File: src/rtl/pa_riscv.sv
// Shared encodings for the multi-cycle RV32I core: controller states, opcodes,
// ALU operation codes and datapath mux selects.
package pa_riscv;

  typedef enum logic [3:0] {
    S_FETCH    = 4'd0,
    S_DECODE   = 4'd1,
    S_MEMADR   = 4'd2,
    S_MEMREAD  = 4'd3,
    S_MEMWB    = 4'd4,
    S_MEMWRITE = 4'd5,
    S_EXECR    = 4'd6,
    S_EXECI    = 4'd7,
    S_ALUWB    = 4'd8,
    S_JAL      = 4'd9,
    S_BRANCH   = 4'd10
  } state_t;

  localparam logic [6:0] OP_LW    = 7'b0000011;
  localparam logic [6:0] OP_SW    = 7'b0100011;
  localparam logic [6:0] OP_RTYPE = 7'b0110011;
  localparam logic [6:0] OP_ITYPE = 7'b0010011;
  localparam logic [6:0] OP_BTYPE = 7'b1100011;
  localparam logic [6:0] OP_JAL   = 7'b1101111;

  typedef enum logic [3:0] {
    ALU_ADD = 4'd0,
    ALU_SUB = 4'd1,
    ALU_AND = 4'd2,
    ALU_OR  = 4'd3,
    ALU_XOR = 4'd4,
    ALU_SLT = 4'd5,
    ALU_SLL = 4'd6,
    ALU_SRL = 4'd7,
    ALU_SRA = 4'd8
  } alu_op_t;

  localparam logic [1:0] SRCA_PC    = 2'b00;
  localparam logic [1:0] SRCA_OLDPC = 2'b01;
  localparam logic [1:0] SRCA_RS1   = 2'b10;

  localparam logic [1:0] SRCB_RS2  = 2'b00;
  localparam logic [1:0] SRCB_IMM  = 2'b01;
  localparam logic [1:0] SRCB_FOUR = 2'b10;

  localparam logic [1:0] RES_ALUOUT    = 2'b00;
  localparam logic [1:0] RES_MEMDATA   = 2'b01;
  localparam logic [1:0] RES_ALURESULT = 2'b10;

endpackage

File: src/rtl/alu_op_decoder.sv
// Maps funct3/funct7[5] to an ALU operation for the EXECR/EXECI states.
module alu_op_decoder
  import pa_riscv::*;
(
  input  logic       i_isRtype,
  input  logic [2:0] i_funct3,
  input  logic       i_funct7bit5,
  output logic [3:0] o_aluLogicOperation
);

  alu_op_t op;

  always_comb begin
    // NOTE: every combinational output gets a default first so no path leaves it unassigned (no latch).
    op = ALU_ADD;
    case (i_funct3)
      3'b000:  op = (i_isRtype && i_funct7bit5) ? ALU_SUB : ALU_ADD;
      3'b001:  op = ALU_SLL;
      3'b010:  op = ALU_SLT;
      3'b100:  op = ALU_XOR;
      3'b101:  op = i_funct7bit5 ? ALU_SRA : ALU_SRL;
      3'b110:  op = ALU_OR;
      3'b111:  op = ALU_AND;
      default: op = ALU_ADD; // 011 (SLTU) is not supported
    endcase
  end

  assign o_aluLogicOperation = op;

endmodule

File: src/rtl/multi_cycle_controller.sv
// Main FSM of the multi-cycle RV32I core: sequences the shared ALU and the
// unified memory, producing all datapath enables and mux selects.
module multi_cycle_controller
  import pa_riscv::*;
(
  input  logic       i_clk,
  input  logic       i_srst,
  input  logic [6:0] i_operand,
  input  logic [2:0] i_funct3,
  input  logic       i_funct7bit5,
  input  logic       i_zeroFlag,
  output logic       o_pcWrite,
  output logic       o_irWrite,
  output logic       o_adrSrc,
  output logic       o_memWriteEn,
  output logic       o_regWriteEn,
  output logic [1:0] o_resultSrc,
  output logic [1:0] o_aluSrcA,
  output logic [1:0] o_aluSrcB,
  output logic [3:0] o_aluLogicOperation,
  output logic [3:0] o_state,
  output logic       o_instrDone
);

  state_t     state_q, state_d;
  logic       is_rtype;
  logic [3:0] dec_alu_op;

  assign is_rtype = (state_q == S_EXECR);

  alu_op_decoder u_alu_op_decoder (
    .i_isRtype           (is_rtype),
    .i_funct3            (i_funct3),
    .i_funct7bit5        (i_funct7bit5),
    .o_aluLogicOperation (dec_alu_op)
  );

  always_ff @(posedge i_clk) begin
    // NOTE: state registers use non-blocking assignment so every flop samples pre-edge values.
    if (i_srst) state_q <= S_FETCH;
    else        state_q <= state_d;
  end

  always_comb begin
    state_d             = state_q;
    o_pcWrite           = 1'b0;
    o_irWrite           = 1'b0;
    o_adrSrc            = 1'b0;
    o_memWriteEn        = 1'b0;
    o_regWriteEn        = 1'b0;
    o_resultSrc         = RES_ALUOUT;
    o_aluSrcA           = SRCA_PC;
    o_aluSrcB           = SRCB_RS2;
    o_aluLogicOperation = ALU_ADD;
    o_instrDone         = 1'b0;

    case (state_q)
      S_FETCH: begin
        o_irWrite   = 1'b1;
        o_aluSrcA   = SRCA_PC;
        o_aluSrcB   = SRCB_FOUR;
        o_resultSrc = RES_ALURESULT;
        o_pcWrite   = 1'b1;
        state_d     = S_DECODE;
      end
      S_DECODE: begin
        o_aluSrcA = SRCA_OLDPC;
        o_aluSrcB = SRCB_IMM;
        case (i_operand)
          OP_LW, OP_SW: state_d = S_MEMADR;
          OP_RTYPE:     state_d = S_EXECR;
          OP_ITYPE:     state_d = S_EXECI;
          OP_BTYPE:     state_d = S_BRANCH;
          OP_JAL:       state_d = S_JAL;
          default: begin
            state_d     = S_FETCH;
            o_instrDone = 1'b1;
          end
        endcase
      end
      S_MEMADR: begin
        o_aluSrcA = SRCA_RS1;
        o_aluSrcB = SRCB_IMM;
        state_d   = (i_operand == OP_LW) ? S_MEMREAD : S_MEMWRITE;
      end
      S_MEMREAD: begin
        o_adrSrc = 1'b1;
        state_d  = S_MEMWB;
      end
      S_MEMWB: begin
        o_resultSrc  = RES_MEMDATA;
        o_regWriteEn = 1'b1;
        o_instrDone  = 1'b1;
        state_d      = S_FETCH;
      end
      S_MEMWRITE: begin
        o_adrSrc     = 1'b1;
        o_memWriteEn = 1'b1;
        o_instrDone  = 1'b1;
        state_d      = S_FETCH;
      end
      S_EXECR: begin
        o_aluSrcA           = SRCA_RS1;
        o_aluSrcB           = SRCB_RS2;
        o_aluLogicOperation = dec_alu_op;
        state_d             = S_ALUWB;
      end
      S_EXECI: begin
        o_aluSrcA           = SRCA_RS1;
        o_aluSrcB           = SRCB_IMM;
        o_aluLogicOperation = dec_alu_op;
        state_d             = S_ALUWB;
      end
      S_ALUWB: begin
        o_resultSrc  = RES_ALUOUT;
        o_regWriteEn = 1'b1;
        o_instrDone  = 1'b1;
        state_d      = S_FETCH;
      end
      S_JAL: begin
        // PC loads the target held in ALUOut while the ALU forms the link address.
        o_aluSrcA   = SRCA_OLDPC;
        o_aluSrcB   = SRCB_FOUR;
        o_resultSrc = RES_ALUOUT;
        o_pcWrite   = 1'b1;
        state_d     = S_ALUWB;
      end
      S_BRANCH: begin
        o_aluSrcA           = SRCA_RS1;
        o_aluSrcB           = SRCB_RS2;
        o_aluLogicOperation = ALU_SUB;
        o_resultSrc         = RES_ALUOUT;
        o_instrDone         = 1'b1;
        case (i_funct3)
          3'b000:  o_pcWrite = i_zeroFlag;
          3'b001:  o_pcWrite = ~i_zeroFlag;
          default: o_pcWrite = 1'b0;
        endcase
        state_d = S_FETCH;
      end
      default: state_d = S_FETCH;
    endcase

    // Reset silences the datapath in the very cycle it is asserted.
    if (i_srst) begin
      o_pcWrite           = 1'b0;
      o_irWrite           = 1'b0;
      o_adrSrc            = 1'b0;
      o_memWriteEn        = 1'b0;
      o_regWriteEn        = 1'b0;
      o_resultSrc         = 2'b00;
      o_aluSrcA           = 2'b00;
      o_aluSrcB           = 2'b00;
      o_aluLogicOperation = ALU_ADD;
      o_instrDone         = 1'b0;
    end
  end

  assign o_state = i_srst ? 4'd0 : state_q;

endmodule

File: config.mk
export PLATFORM = sky130hd
export DESIGN_NAME = multi_cycle_controller
export DESIGN_NICKNAME = d
export VERILOG_FILES = /design/src/rtl/pa_riscv.sv /design/src/rtl/alu_op_decoder.sv /design/src/rtl/multi_cycle_controller.sv
export SDC_FILE = /design/constraint.sdc
export NUM_CORES = 1
export LEC_CHECK = 0
export BUFFER_PORTS_ARGS = -buffer_cell sky130_fd_sc_hd__buf_2
export CAP_MARGIN = 20
export CORE_MARGIN = 2
export CORE_UTILIZATION = 30
export CTS_BUF_LIST = sky130_fd_sc_hd__clkbuf_8
export DETAILED_ROUTE_END_ITERATION = 12
export HOLD_SLACK_MARGIN = 0.02
export PLACE_DENSITY = 0.57
export SLEW_MARGIN = 20
export SYNTH_ARGS = -nofsm -noshare
export SYNTH_HDL_FRONTEND = slang
export SYNTH_SLANG_ARGS = --single-unit
File: constraint.sdc
create_clock -name i_clk -period 2.65 [get_ports i_clk]
set_input_delay 0.53 -clock i_clk [delete_from_list [all_inputs] [get_ports i_clk]]
set_output_delay 0.53 -clock i_clk [all_outputs]
set_load 0.1 [all_outputs]
* Yosys cells after proc, flatten, opt, wreduce, memory -nomap -nowiden
Index checks and enable logic that the tools add are counted.
** Word-level totals
- Output and inout bits :: 20
- Register bits after elaboration :: 4
** Operators by class
- Multiplexer cells :: 29
- Bitwise operators :: 1
- Reduce and logical (&&, ||, !) cells :: 14
- Equality and inequality tests :: 22
** Operators by type and width (count)
- case mux 4 bit (5 select lines) :: 2
- case mux 4 bit (7 select lines) :: 1
- == test 4 x 3 -> 1 bit, second input constant :: 4
- == test 7 x 6 -> 1 bit, second input constant :: 2
- == test 7 bit, second input constant :: 2
- == test 3 bit, second input constant :: 4
- == test 4 bit, second input constant :: 3
- two-way mux 1 bit :: 12
- two-way mux 4 bit :: 3
- case mux 2 bit (2 select lines) :: 3
- OR reduction 2 bit :: 6
- == test 4 x 2 -> 1 bit, second input constant :: 2
- case mux 4 bit (2 select lines) :: 1
- OR reduction 4 bit :: 2
- == test 7 x 2 -> 1 bit, second input constant :: 1
- == test 7 x 5 -> 1 bit, second input constant :: 1
- two-way mux 2 bit :: 3
- case mux 1 bit (2 select lines) :: 3
- OR reduction 3 bit :: 2
- OR reduction 6 bit :: 1
- == test 4 x 1 -> 1 bit, second input constant :: 1
- logical NOT 4 bit :: 1
- == test 3 x 1 -> 1 bit, second input constant :: 1
- == test 3 x 2 -> 1 bit, second input constant :: 1
- other kinds (4) :: 4

* Logic depth before layout (Yosys ltp)
Gate-level depths: netlist (run 1).
- Depth in word-level cells :: 6
- Gate-level depth with buffers :: 5
- Depth with buffers taken out :: 4

* Modules after synthesis
From an unflattened synthesis (run 1), not the netlist that was laid out.
** Unflattened totals
- Cells, all modules :: 88
- Area, all modules :: 610.6 µm²
** Modules (own cells, without submodules)
- multi_cycle_controller :: sequential area each 80.1 µm², area each 531.8 µm², cells each 76, instances 1
- alu_op_decoder :: sequential area each 0.0 µm², area each 78.8 µm², cells each 12, instances 1

* Least setup slack after synthesis (run 1)
No wires, ideal clock.
- Kind :: input port to output port
- Start point :: in i_srst
- End point :: out o_aluSrcA[1]
- Data arrival time :: 3.844 ns
- Slack :: -1.724 ns
- Stages :: 4
- Data required time :: 2.120 ns
- Cell sequence :: clkbuf_1 > nor2_1 > o21ai_0 > a21oi_1
** On the way
- Cells in the longest elaborated chain, start to end :: 1
** Ends and longest elaborated chain
- start, declared :: line multi_cycle_controller.sv:7 : input logic i_srst,
- two-way mux 2 bit :: line multi_cycle_controller.sv:145 : if (i_srst) begin
- end, declared :: line multi_cycle_controller.sv:18 : output logic [1:0] o_aluSrcA,
Every way passes these cells.

* Final worst setup path (run 1)
- Start point :: reg state_q[1]
- End point :: out o_aluLogicOperation[2]
** On the way
- Cells in the longest elaborated chain, start to end :: 4
** Ends and longest elaborated chain
- start, declared :: line multi_cycle_controller.sv:25 : state_t state_q, state_d;
- start signal, assigned :: line multi_cycle_controller.sv:41 : else state_q <= state_d;
- == test 4 x 3 -> 1 bit :: line multi_cycle_controller.sv:57 : case (state_q)
- OR reduction 2 bit (no source line)
- case mux 4 bit (2 select lines) (*) :: line multi_cycle_controller.sv:57
- two-way mux 4 bit (*) :: line multi_cycle_controller.sv:145
- end, declared :: line multi_cycle_controller.sv:20 : output logic [3:0] o_aluLogicOperation,
Every way passes the cells marked *; elsewhere a longest branch is shown, timed or not.

==> results of run 1 <==
==> power by group through the flow <==
stage	Combinational, uW	Clock (uW)	Sequential (uW)
after floorplan	128	0	65.5
after global placement	163	0	66.5
after detailed placement	163	0	66.6
after CTS	163	127	65.9
after global routing	172	131	66.1
final	163	124	65.7
==> worst paths after layout <==
check | start | cells after the start | slack, ps | endpoint
worst max-delay path | state_q[1] | 4 | 210 | o_aluLogicOperation[2]
worst min-delay path | i_operand[4] | 3 | 680 | state_q[2]
worst max register to register | state_q[2] | 5 | 1240 | state_q[3]
worst min register to register | state_q[1] | 2 | 690 | state_q[2]
==> per-stage QoR <==
| stage | utilization | hold WS (ps) | area [um2] |
|---|---|---|---|
| after floorplan | - | 585.4 | 747.0 |
| after detailed placement | 0.4624 | 681.2 | 993.5 |
| after global placement | 0.4624 | 671.6 | 993.5 |
| after CTS | 0.4817 | 675.0 | 1035 |
| after global routing | 0.4817 | 700.8 | 1035 |
| final | 0.4817 | 676.0 | 1035 |
==> worst max-delay path, stage by stage (launching register included) <==
cell and delay (ps):
dfxtp_1 590, inv_4 100, or3_4 450, a2111oi_4 340, buf_12 220
==> logic make-up after synthesis <==
kind of cell | Yosys count | share of synthesized area
buffers and inverters | 11 | 0.09962
AO/OA/AOI/OAI | 22 | 0.2500
AND/OR/NAND/NOR | 50 | 0.4774
XOR/XNOR | 4 | 0.05264
flip-flops | 4 | 0.1203
==> cells in the final DEF, fill, tap and decap left out, types with 3 or more instances in the layout <==
cell type / Yosys / final
nand2_1: 4 / 4
nor2b_1: 3 / 3
buf_4: 3 / 3
a21oi_1: 8 / 5
a21oi_2: 0 / 3
nor2_2: 0 / 3
nor2_1: 10 / 7
dfxtp_1: 4 / 3
nor3_1: 10 / 8
clkbuf_8: 0 / 3
nand3_1: 3 / 3
buf_2: 3 / 27
xnor2_1: 3 / 3
buf_12: 0 / 6
==> final cells by class <==
cell class                 instances  area share
tap                               28     0.03386
clock buffer                       3     0.03990
timing repair buffer              36      0.2684
multi-input combinational         76      0.5695
sequential                         4     0.07860
inverter                           2    0.009674
==> metal layers <==
layer | vias to the layer above | global-route usage | share of wire
met4 | 0 | 0.03604 | 0.0062
met5 | - | 0 | 0
met2 | 30 | 0.2251 | 0.45
li1 | 398 | - | -
met3 | 2 | 0.01754 | 0.061
met1 | 365 | 0.1851 | 0.48
==> summary by stage, run 1 <==
Status
The run finished with clean final reports.

Pwr
The cell area power density is about 340 mW/mm2. The final total power is approximately 350 uW. The switching fraction of total power is 0.4141. IR analysis of the VDD net gives a maximum drop of approximately 0.22 mV. The share of total power dissipated in the clock network is 0.351. The power dissipated by switching net loads is ~150 uW. The internal power is 206.4 uW. The standby leakage power is about 0.0004 uW. The share of total power dissipated in sequential elements is 0.186. The part of the power in combinational logic is 0.462.

Route
The remaining number of nets flagged by the antenna check after routing is 0. The iteration count of the initial detailed-routing pass is 4. The post-detailed-route DRC marker count is 0. Summed over all layers, the routed wires come to 1773 um. The number of violations reported at the end of detailed-routing iteration 0 is 16. After detailed routing, the average wire length per cell comes to roughly 12 um. The via density per instance is 5.336. The routed layout has 795 vias.

Clock network
After clock tree synthesis, the clock-pin slew on the worst setup and hold paths is approximately 30 ps. The root buffer cell is clkbuf_8. Once the clock tree was built, the resizer swapped 0 gates to a different size. The clock insertion delay at the later pin of the skew report is 210 ps. The total number of H-tree levels is 1.

After clock tree synthesis, the setup repair step added 0 buffers. The number of clock buffers inserted by TritonCTS is 3. In this run, post-CTS hold repair placed 0 buffers. The clock passes through at most 2 buffers. The CTS sink count is 4. TritonCTS built the clock tree.

Placement
The weighted congestion reported at the end of routability-driven placement is approximately 0.93. At the placement stage, the worst setup path has a slack of 392.4 ps. The number of placed cells counting well taps is approximately 150. The HPWL reported at the end of detailed placement is ~1500 um.

The count of buffers from port buffering is 33.

STA
At the pin with the least slew margin, the transition time is 491.5 ps. The final max-slew violation count is 0. The final clock skew is roughly 1.9 ps.

The worst path meets setup with around 210 ps of slack. Derived from the worst setup path, the maximum achievable clock frequency is 0.4100 GHz. The tightest slew margin relative to the limit is 0.6746. The count of final setup violators is 0.

The final hold violation count is 0. Setup repair after global routing left no endpoint under its margin. The final critical-path share of the clock period is 0.9203. The sum of negative setup slack is 0 ps. The time the final worst path needs with I/O delays and setup is approximately 2400 ps.

Final layout
The number of filler instances in the final layout is between 200 and 250. The register with the most flip-flops in the layout has 4 of them. After the last flow step, the layout net total stands at 137.

The growth of design area from synthesis to finish is 55.45%. The proportion of layout cells with a drive suffix above 1 is 0.5124. The number of antenna diodes in the final layout is 0. Leaving out filler cells and counting taps, the final layout contains ~150. The sequential cells in the finished layout cover a total of around 80 um2. The most flop-heavy register is state_q. The footprint of the multi-input gates is just under 600 um2.

In the final layout, the registers with the most flip-flops are state_q (4).

Yosys
The cell taking the most area after synthesis is dfxtp_1. The post-synthesis sequential area ratio is 0.1203. The most used flip-flop cell after synthesis is dfxtp_1.

By count the netlist is led by nor2_1 (10), nor3_1 (10), a21oi_1 (8). The number of nets in the synthesized netlist is around 110. The total number of yosys warnings is 0. After synthesis, the share of flip-flops with an asynchronous set or reset is 0. The flip-flop and latch count after synthesis is 4. In this run the cell area of the synthesized design comes to roughly 670 um2. After synthesis, the cell types taking the most area are dfxtp_1 (12%), nor3_1 (7.5%), a21oi_1 (6.0%), nor2_1 (5.6%), a2111oi_4 (4.1%). Of the post-synthesis cell area, the dominant cell type holds 0.1203. The average instance in the mapped netlist occupies between 7 and 8 um2. The number of enable-type register cells in the synthesized netlist is 0. Synthesis produced 91 cells. The unique cell type count in the Yosys netlist is 42.

Global route
In the global route stage, overall resource usage came out at 0.1362. The initial antenna violation count was 0. The first-pass GRT wire length is 2877 um. The largest net degree at the start of global routing is 15. The via count of the first global-routing pass came to between 600 and 700.

Global routing finished with a remaining overflow of 0.

Critical path
For the worst setup path, the data arrival time is between 1500 and 2000 ps. The data required time of the worst path is approximately 2100 ps. The critical path is of the reg -> out type.

STA classifies the critical path endpoint as an output port. The kind of launch point of the worst setup path is a register. The biggest fanout along the worst timing path is 10.

Floorplan
The initial core utilization is 0.3098. The number of rows created at floorplan is 17. The region available for standard cell placement spans 0.002148 mm2. In this run the horizontal extent of the chip is approximately 51 um.

The die covers ~0.0026 mm2. In this run the count of I/O pins placed on the die edge is 34. The die span in y is 51.11 um.

Job
Max-cap violations in this run came to 0.

Hold path
The worst hold-check path type is in -> reg.
Power figures use the tool's default switching activity.
==> run 2: changes to the inputs <==
Settings changed: GPL_TIMING_DRIVEN from default to 0, PLACE_DENSITY 0.57 to 0.59.
==> run 2 against run 1 <==
Compared with the run above: clock skew increased by 2.1 ps; critical endpoint is now o_resultSrc[1]; largest power group unchanged; sequential share of layout area increased by 0.45 points; cell count increased by 2.7%; global-route usage increased by 1.5 points; clock power about the same.
==> summary by stage, run 2 (synthesized netlist as in run 1, its figures left out) <==
Status
The flow ran to the end, and the final reports show no timing, DRC or antenna violations.

Critical path
The class of the most critical setup path is reg -> out. The destination of the worst register-to-register timing path is state_q[3]. The highest cell delay on the worst timing path was 450 ps (-140 ps). The number of cells on the worst reg-to-reg path is 4 (-1). The biggest fanout along the worst timing path is 10 (unchanged).

The type of element capturing the critical path is an output port. On the critical path, the stage with the largest delay is an instance of or3_1. The worst setup path is launched from a register. Walking the worst path, the cells encountered are buf_4 > or3_1 > nor3_4 > buf_6 > buf_2. The data required time of the worst path is 2120 ps (about the same). The arrival time at the worst endpoint is 2000 ps (+90 ps). The critical register-to-register path startpoint is state_q[0]. The worst-case register-to-register setup slack is 1280 ps (+40 ps).

Final layout
The area taken by flip-flops and latches came to 81.33 um2 (unchanged). The most flop-heavy register is state_q. The number of standard cells in the layout, taps in and fillers out was 153 (+2.7%). The final net count is 141 (+2.9%). The footprint of the multi-input gates is 589.3 um2 (unchanged). The library cell used most frequently in the layout, excluding fill and tap cells, is buf_2.

The growth of design area from synthesis to finish is 46.99%. The proportion of layout cells with a drive suffix above 1 was 0.5120 (about the same). The largest registers in the layout are state_q (4). Leaving out fill and tap cells, the most frequent cells in the layout are buf_2 (33), nor3_1 (8), nor2_1 (7).

The flip-flop count of the largest register after layout is 4 (unchanged). The number of filler instances in the final layout is 236 (+16%). The diode insertion count for antenna repair is 0 (unchanged).

Placement
The HPWL reported at the end of detailed placement was 1441 um (-2.3%). The weighted congestion reported at the end of routability-driven placement is 0.9261 (-0.43%). The count of buffers from port buffering is 31 (-6.1%). The number of placed cells counting well taps was 150 (+2.7%).

Global route
The via count of the first global-routing pass was 721 (+7.0%). The largest net degree at the start of global routing is 11 (-4). The first-pass GRT wire length is 3091 um (+7.4%). The overall overflow remaining after global route was 0 (unchanged). The initial antenna violation count is 0 (unchanged). The total global routing track utilization is 0.1513 (+0.01515).

Pwr
The power dissipated by switching net loads came to 146.5 uW (+0.43%). The power share of the clock group is 0.358 (+0.007). The internal power is 201.5 uW (-2.4%). The worst voltage drop across the vdd grid is 0.3693 mV (+69%). The standby leakage power came to 0.0004029 uW (-0.52%). The final total power is 347.9 uW (-1.2%). The cell area power density is 355.6 mW/mm2 (+4.5%). The power share of the sequential group was 0.188 (+0.002). The switching fraction of total power is 0.4210 (+0.006926). The part of the power in combinational logic came to 0.454 (-0.008).

STA
The maximum frequency from static timing analysis came to 0.3960 GHz (-3.4%). The final hold violation count is 0 (unchanged). The final critical-path share of the clock period is 0.9529 (+0.03259). The tightest slew margin relative to the limit was 0.6748 (about the same). Setup repair after global routing left no endpoint under its margin. The final max-slew violation count is 0 (unchanged). The count of final setup violators is 0 (unchanged).

The transition time of the tightest slew-check pin is 491.2 ps (-0.3146 ps). The final clock skew is 4.049 ps (+2.148 ps). The time the final worst path needs with I/O delays and setup is 2525 ps (+86.37 ps).

Clock network
The number of clock buffers inserted by TritonCTS is 3 (unchanged). The number of setup buffers added after CTS came to 0 (unchanged). The number of gates resized after CTS is 0 (unchanged).

The clock slew at the register clock pins of the worst setup and hold paths is 30 ps (about the same). The CTS sink count was 4 (unchanged). The total number of H-tree levels came to 1 (unchanged). In this run the clock root is driven by a clkbuf_8.

The cts-stage hold buffer count is 0 (unchanged). The clock insertion delay at the later pin of the skew report is 210 ps (about the same). The clock tree from TritonCTS is done. The maximum number of buffers from clock root to sink was 2 (unchanged).

Floorplan
The number of rows created at floorplan is 17 (unchanged). The die area is 0.002612 mm2 (unchanged). The die span in y is 51.11 um (unchanged). The width of the chip is 51.11 um (unchanged). The I/O pin total is 34 (unchanged). The core box area is 0.002148 mm2 (unchanged). The initial core utilization was 0.3098 (unchanged).

Route
The via density per instance came to 5.301 (-0.65%). The average wire per cell in the routed design is 11.88 um (-0.14%). The remaining number of nets flagged by the antenna check after routing is 0 (unchanged). The post-detailed-route DRC marker count is 0 (unchanged).

The via count is 811 (+2.0%). The iteration count of the initial detailed-routing pass was 4 (unchanged). The number of violations reported at the end of detailed-routing iteration 0 came to 10 (-6). The sum of routed wire length over all layers is 1818 um (+2.5%).

Hold path
The worst hold-check path type is reg -> reg. The hold path depth is 3 (unchanged). The sink of the worst hold path is state_q[2]. The startpoint identified for the worst hold timing path is state_q[1].

Job
The number of maximum-capacitance violations is 0 (unchanged).
-- run 2: changes by cell type in the layout (fill, tap and decap cells not counted) --
cell      previous run  this run
clkbuf_1             0         2
buf_6                0         3
buf_2               27        33
buf_12               6         0
buf_4                3         2
-- run 2: area by class of cell --
class,instances,share of cell area
multi-input cells,76,0.6023
repair buffers,31,0.1586
well taps,28,0.03581
inverters,2,0.01023
plain buffers,9,0.06777
clock buffers,3,0.04220
flip-flops and latches,4,0.08312
-- run 2: worst max path at each step --
stage          startpoint                endpoint
6_report       state_q[0]          o_resultSrc[1]
5_1_grt        state_q[0]          o_resultSrc[1]
3_3_place_gp       i_srst  o_aluLogicOperation[2]
3_5_place_dp       i_srst  o_aluLogicOperation[2]
2_1_floorplan      i_srst            o_aluSrcA[0]
4_1_cts        state_q[0]          o_resultSrc[1]
-- run 2: metrics by stage --
stage          setup WS (ps)  instance area [um2]  TNS [ps]  hold slack (ps)  utilization
6_report               124.8                978.4         0            623.0       0.4554
5_1_grt                72.50                978.4         0            657.8       0.4554
4_1_cts                114.1                978.4         0            624.2       0.4554
3_5_place_dp           274.4                937.1         0            614.3       0.4362
3_3_place_gp           291.4                937.1         0            615.3       0.4362
2_1_floorplan         -713.8                747.0     -2932            585.4            -
-- run 2: power by group through the flow --
stage	combinational [uW]	clock, uW	sequential [uW]
after floorplan	128	0	65.5
after global placement	157	0	66.1
after detailed placement	158	0	66.1
after CTS	158	128	65.4
after global routing	168	135	65.5
final	158	125	65.4
-- run 2: worst max-delay path: cells and delay by family (launching register included) --
family                 cells  cell delay, ps
flip-flops                 1             380
buffers and inverters      3             740
AND/OR/NAND/NOR            2             660
-- run 2: routing by layer --
layer  share of wire  GRT usage  vias up
met5               0          0        -
met4               0    0.01802        0
met3           0.068    0.03509        0
met2            0.47     0.2511       28
met1            0.46     0.2039      371
li1                -          -      412
==> run 3: changes to the inputs <==
--- a/config.mk
+++ b/config.mk
@@ -7,3 +7,2 @@
 export LEC_CHECK = 0
-export BUFFER_PORTS_ARGS = -buffer_cell sky130_fd_sc_hd__buf_2
 export CAP_MARGIN = 20
@@ -13,5 +12,6 @@
 export DETAILED_ROUTE_END_ITERATION = 12
+export DONT_BUFFER_PORTS = 1
 export GPL_TIMING_DRIVEN = 0
 export HOLD_SLACK_MARGIN = 0.02
-export PLACE_DENSITY = 0.59
+export PLACE_DENSITY = 0.52
 export SLEW_MARGIN = 20
==> constraint.sdc (replaced) <==
create_clock -name i_clk -period 2.65 [get_ports i_clk]
set_input_delay 0.1325 -clock i_clk [delete_from_list [all_inputs] [get_ports i_clk]]
set_output_delay 0.1325 -clock i_clk [all_outputs]
set_load 0.1 [all_outputs]
==> run 3 against run 2 <==
Compared with the run above: maximum frequency increased by 6.7%; sequential share of layout area increased by 0.24 points; combinational power decreased by 3%.
==> summary by stage, run 3 (synthesized netlist as in run 1, its figures left out) <==
Critical path
The arrival time at the worst endpoint came to 2230 ps (+230 ps). The critical path's slowest cell is a21oi_4. Traced cell by cell, the critical path runs through buf_6 > inv_4 > nor2_4 > o21ai_0 > a21oi_4. The buffers plus inverters on the worst setup path was 2 (-1). The family with the most delay on the worst path is compound AO/OA/AOI/OAI gates. The class of the most critical setup path is reg -> out. STA classifies the critical path startpoint as a register. The worst-case register-to-register setup slack is 1380 ps (+100 ps). The biggest fanout along the worst timing path is 10 (unchanged).

The data required time of the worst path came to 2520 ps (+400 ps). The highest cell delay on the worst timing path is 630 ps (+180 ps). The type of element capturing the critical path is an output port.

Final layout
The largest registers in the layout are state_q (4). In the layout the commonest cells are nor2_1 (6), nor3_1 (6), a21oi_1 (5). The diode insertion count for antenna repair is 0 (unchanged). The proportion of layout cells with a drive suffix above 1 is 0.4141 (-0.09786). The growth of design area from synthesis to finish is 40.60%. Counting flops per register, the top entry is state_q. The flip-flop count of the largest register after layout is 4 (unchanged).

The number of standard cells in the layout, taps in and fillers out is 127 (-17%). The final net count is 115 (-18%).

Floorplan
The width of the chip is 51.11 um (unchanged). The die span in y was 51.11 um (unchanged). The number of rows created at floorplan is 17 (unchanged).

The I/O pin total is 34 (unchanged). The die area is 0.002612 mm2 (unchanged). The core box area is 0.002148 mm2 (unchanged). The initial core utilization came to 0.3098 (unchanged).

Clock network
The maximum number of buffers from clock root to sink is 2 (unchanged). TritonCTS built the clock tree. The clock slew at the register clock pins of the worst setup and hold paths came to 30 ps (about the same).

The number of clock buffers inserted by TritonCTS is 3 (unchanged). The root buffer cell is clkbuf_8. The cts-stage hold buffer count is 0 (unchanged).

The clock insertion delay at the later pin of the skew report is 220 ps (about the same). The CTS sink count is 4 (unchanged). The total number of H-tree levels was 1 (unchanged).

STA
The final hold violation count is 0 (unchanged). The final max-slew violation count was 0 (unchanged). The tightest slew margin relative to the limit is 0.2090 (-0.4658). The time the final worst path needs with I/O delays and setup was 2367 ps (-158.3 ps).

The final clock skew is 0.9364 ps (-3.113 ps). The final critical-path share of the clock period is 0.8932 (-0.05974). The maximum frequency from static timing analysis is 0.4225 GHz (+6.7%). The count of final setup violators came to 0 (unchanged). The transition time of the tightest slew-check pin came to 1187 ps (+696.0 ps). Setup repair after global routing left no endpoint under its margin.

Status
The run finished with clean final reports.

Route
The sum of routed wire length over all layers was 1823 um (+0.28%). The via density per instance is 5.504 (+3.8%). The via count was 699 (-14%).

The remaining number of nets flagged by the antenna check after routing is 0 (unchanged). The iteration count of the initial detailed-routing pass is 4 (unchanged). The number of violations reported at the end of detailed-routing iteration 0 came to 16 (+6). The average wire per cell in the routed design was 14.35 um (+21%).

The post-detailed-route DRC marker count was 0 (unchanged).

Placement
The weighted congestion reported at the end of routability-driven placement is 0.8166 (-12%). The HPWL reported at the end of detailed placement was 1386 um (-3.8%). The number of placed cells counting well taps is 124 (-17%).

The count of buffers from port buffering is 0 (-100%).

Pwr
The standby leakage power was 0.0002938 uW (-27%). The final total power is 345.7 uW (-0.63%). The worst voltage drop across the vdd grid is 0.1768 mV (-52%). The cell area power density is 369.4 mW/mm2 (+3.9%).

Global route
The initial antenna violation count came to 0 (unchanged). The total global routing track utilization is 0.1492 (-0.002177). The first-pass GRT wire length is 2967 um (-4.0%). The overall overflow remaining after global route is 0 (unchanged). The largest net degree at the start of global routing is 11 (unchanged). The via count of the first global-routing pass came to 633 (-12%).

Job
The number of maximum-capacitance violations is 0 (unchanged).

Hold path
In this run the worst hold path is classified as in -> reg.
[run 3: changes by cell type in the layout (fill, tap and decap cells not counted), moves of 2 or more]
cell,before,now
buf_8,0,3
buf_6,3,1
nor2b_2,0,2
buf_2,33,3
nor3_1,8,6
nor3_4,1,4
nor2b_1,3,1
[run 3: power breakdown]
group          internal (uW)  switching, uW
Combinational           41.1            113
Sequential              62.2           2.47
Clock                   96.7           30.7
[run 3: final cells by class]
| type | count | area, um2 |
|---|---|---|
| Sequential cell | 4 | 80.08 |
| Timing Repair Buffer | 5 | 76.32 |
| Buffer | 9 | 56.30 |
| Clock buffer | 3 | 41.29 |
| Tap cell | 28 | 35.03 |
| Inverter | 2 | 10.01 |
| Fill cell | 222 | 1212 |
| Multi-Input combinational cell | 76 | 636.9 |
[run 3: stage by stage]
stage	worst slack [ps]	hold WS (ps)	util	TNS [ps]	cell area, um2
CTS	294.6	85.47	0.4356	0	935.9
floorplan	-80.00	296.5	-	-80.00	706.9
finish	283.1	86.36	0.4356	0	935.9
detailed placement	-116.8	312.1	0.4106	-116.8	882.1
global route	229.2	89.64	0.4356	0	935.9
global placement	-165.2	312.1	0.3454	-314.0	742.0
[run 3: metal layers]
metal / track usage / up-vias / routed length, um
met4: 0.06757 / 0 / 19
met3: 0.02632 / 2 / 127
met2: 0.2359 / 27 / 889
met5: 0 / - / 0
li1: - / 355 / -
met1: 0.1961 / 315 / 787
[run 3: path summary, 6_finish.rpt]
| kind | startpoint | to | cells past startpoint |
|---|---|---|---|
| setup / recovery | state_q[1] | o_aluSrcA[1] | 5 |
| hold / removal | i_srst | state_q[3] | 2 |
| setup reg to reg | state_q[1] | state_q[0] | 5 |
| hold reg to reg | state_q[1] | state_q[2] | 3 |
[run 3: repair_timing]
item / 4_1_cts / 5_1_grt
endpoints found under the setup margin: 1 / 0
buffers inserted: 0 / 0
gates resized for setup: 2 / 0
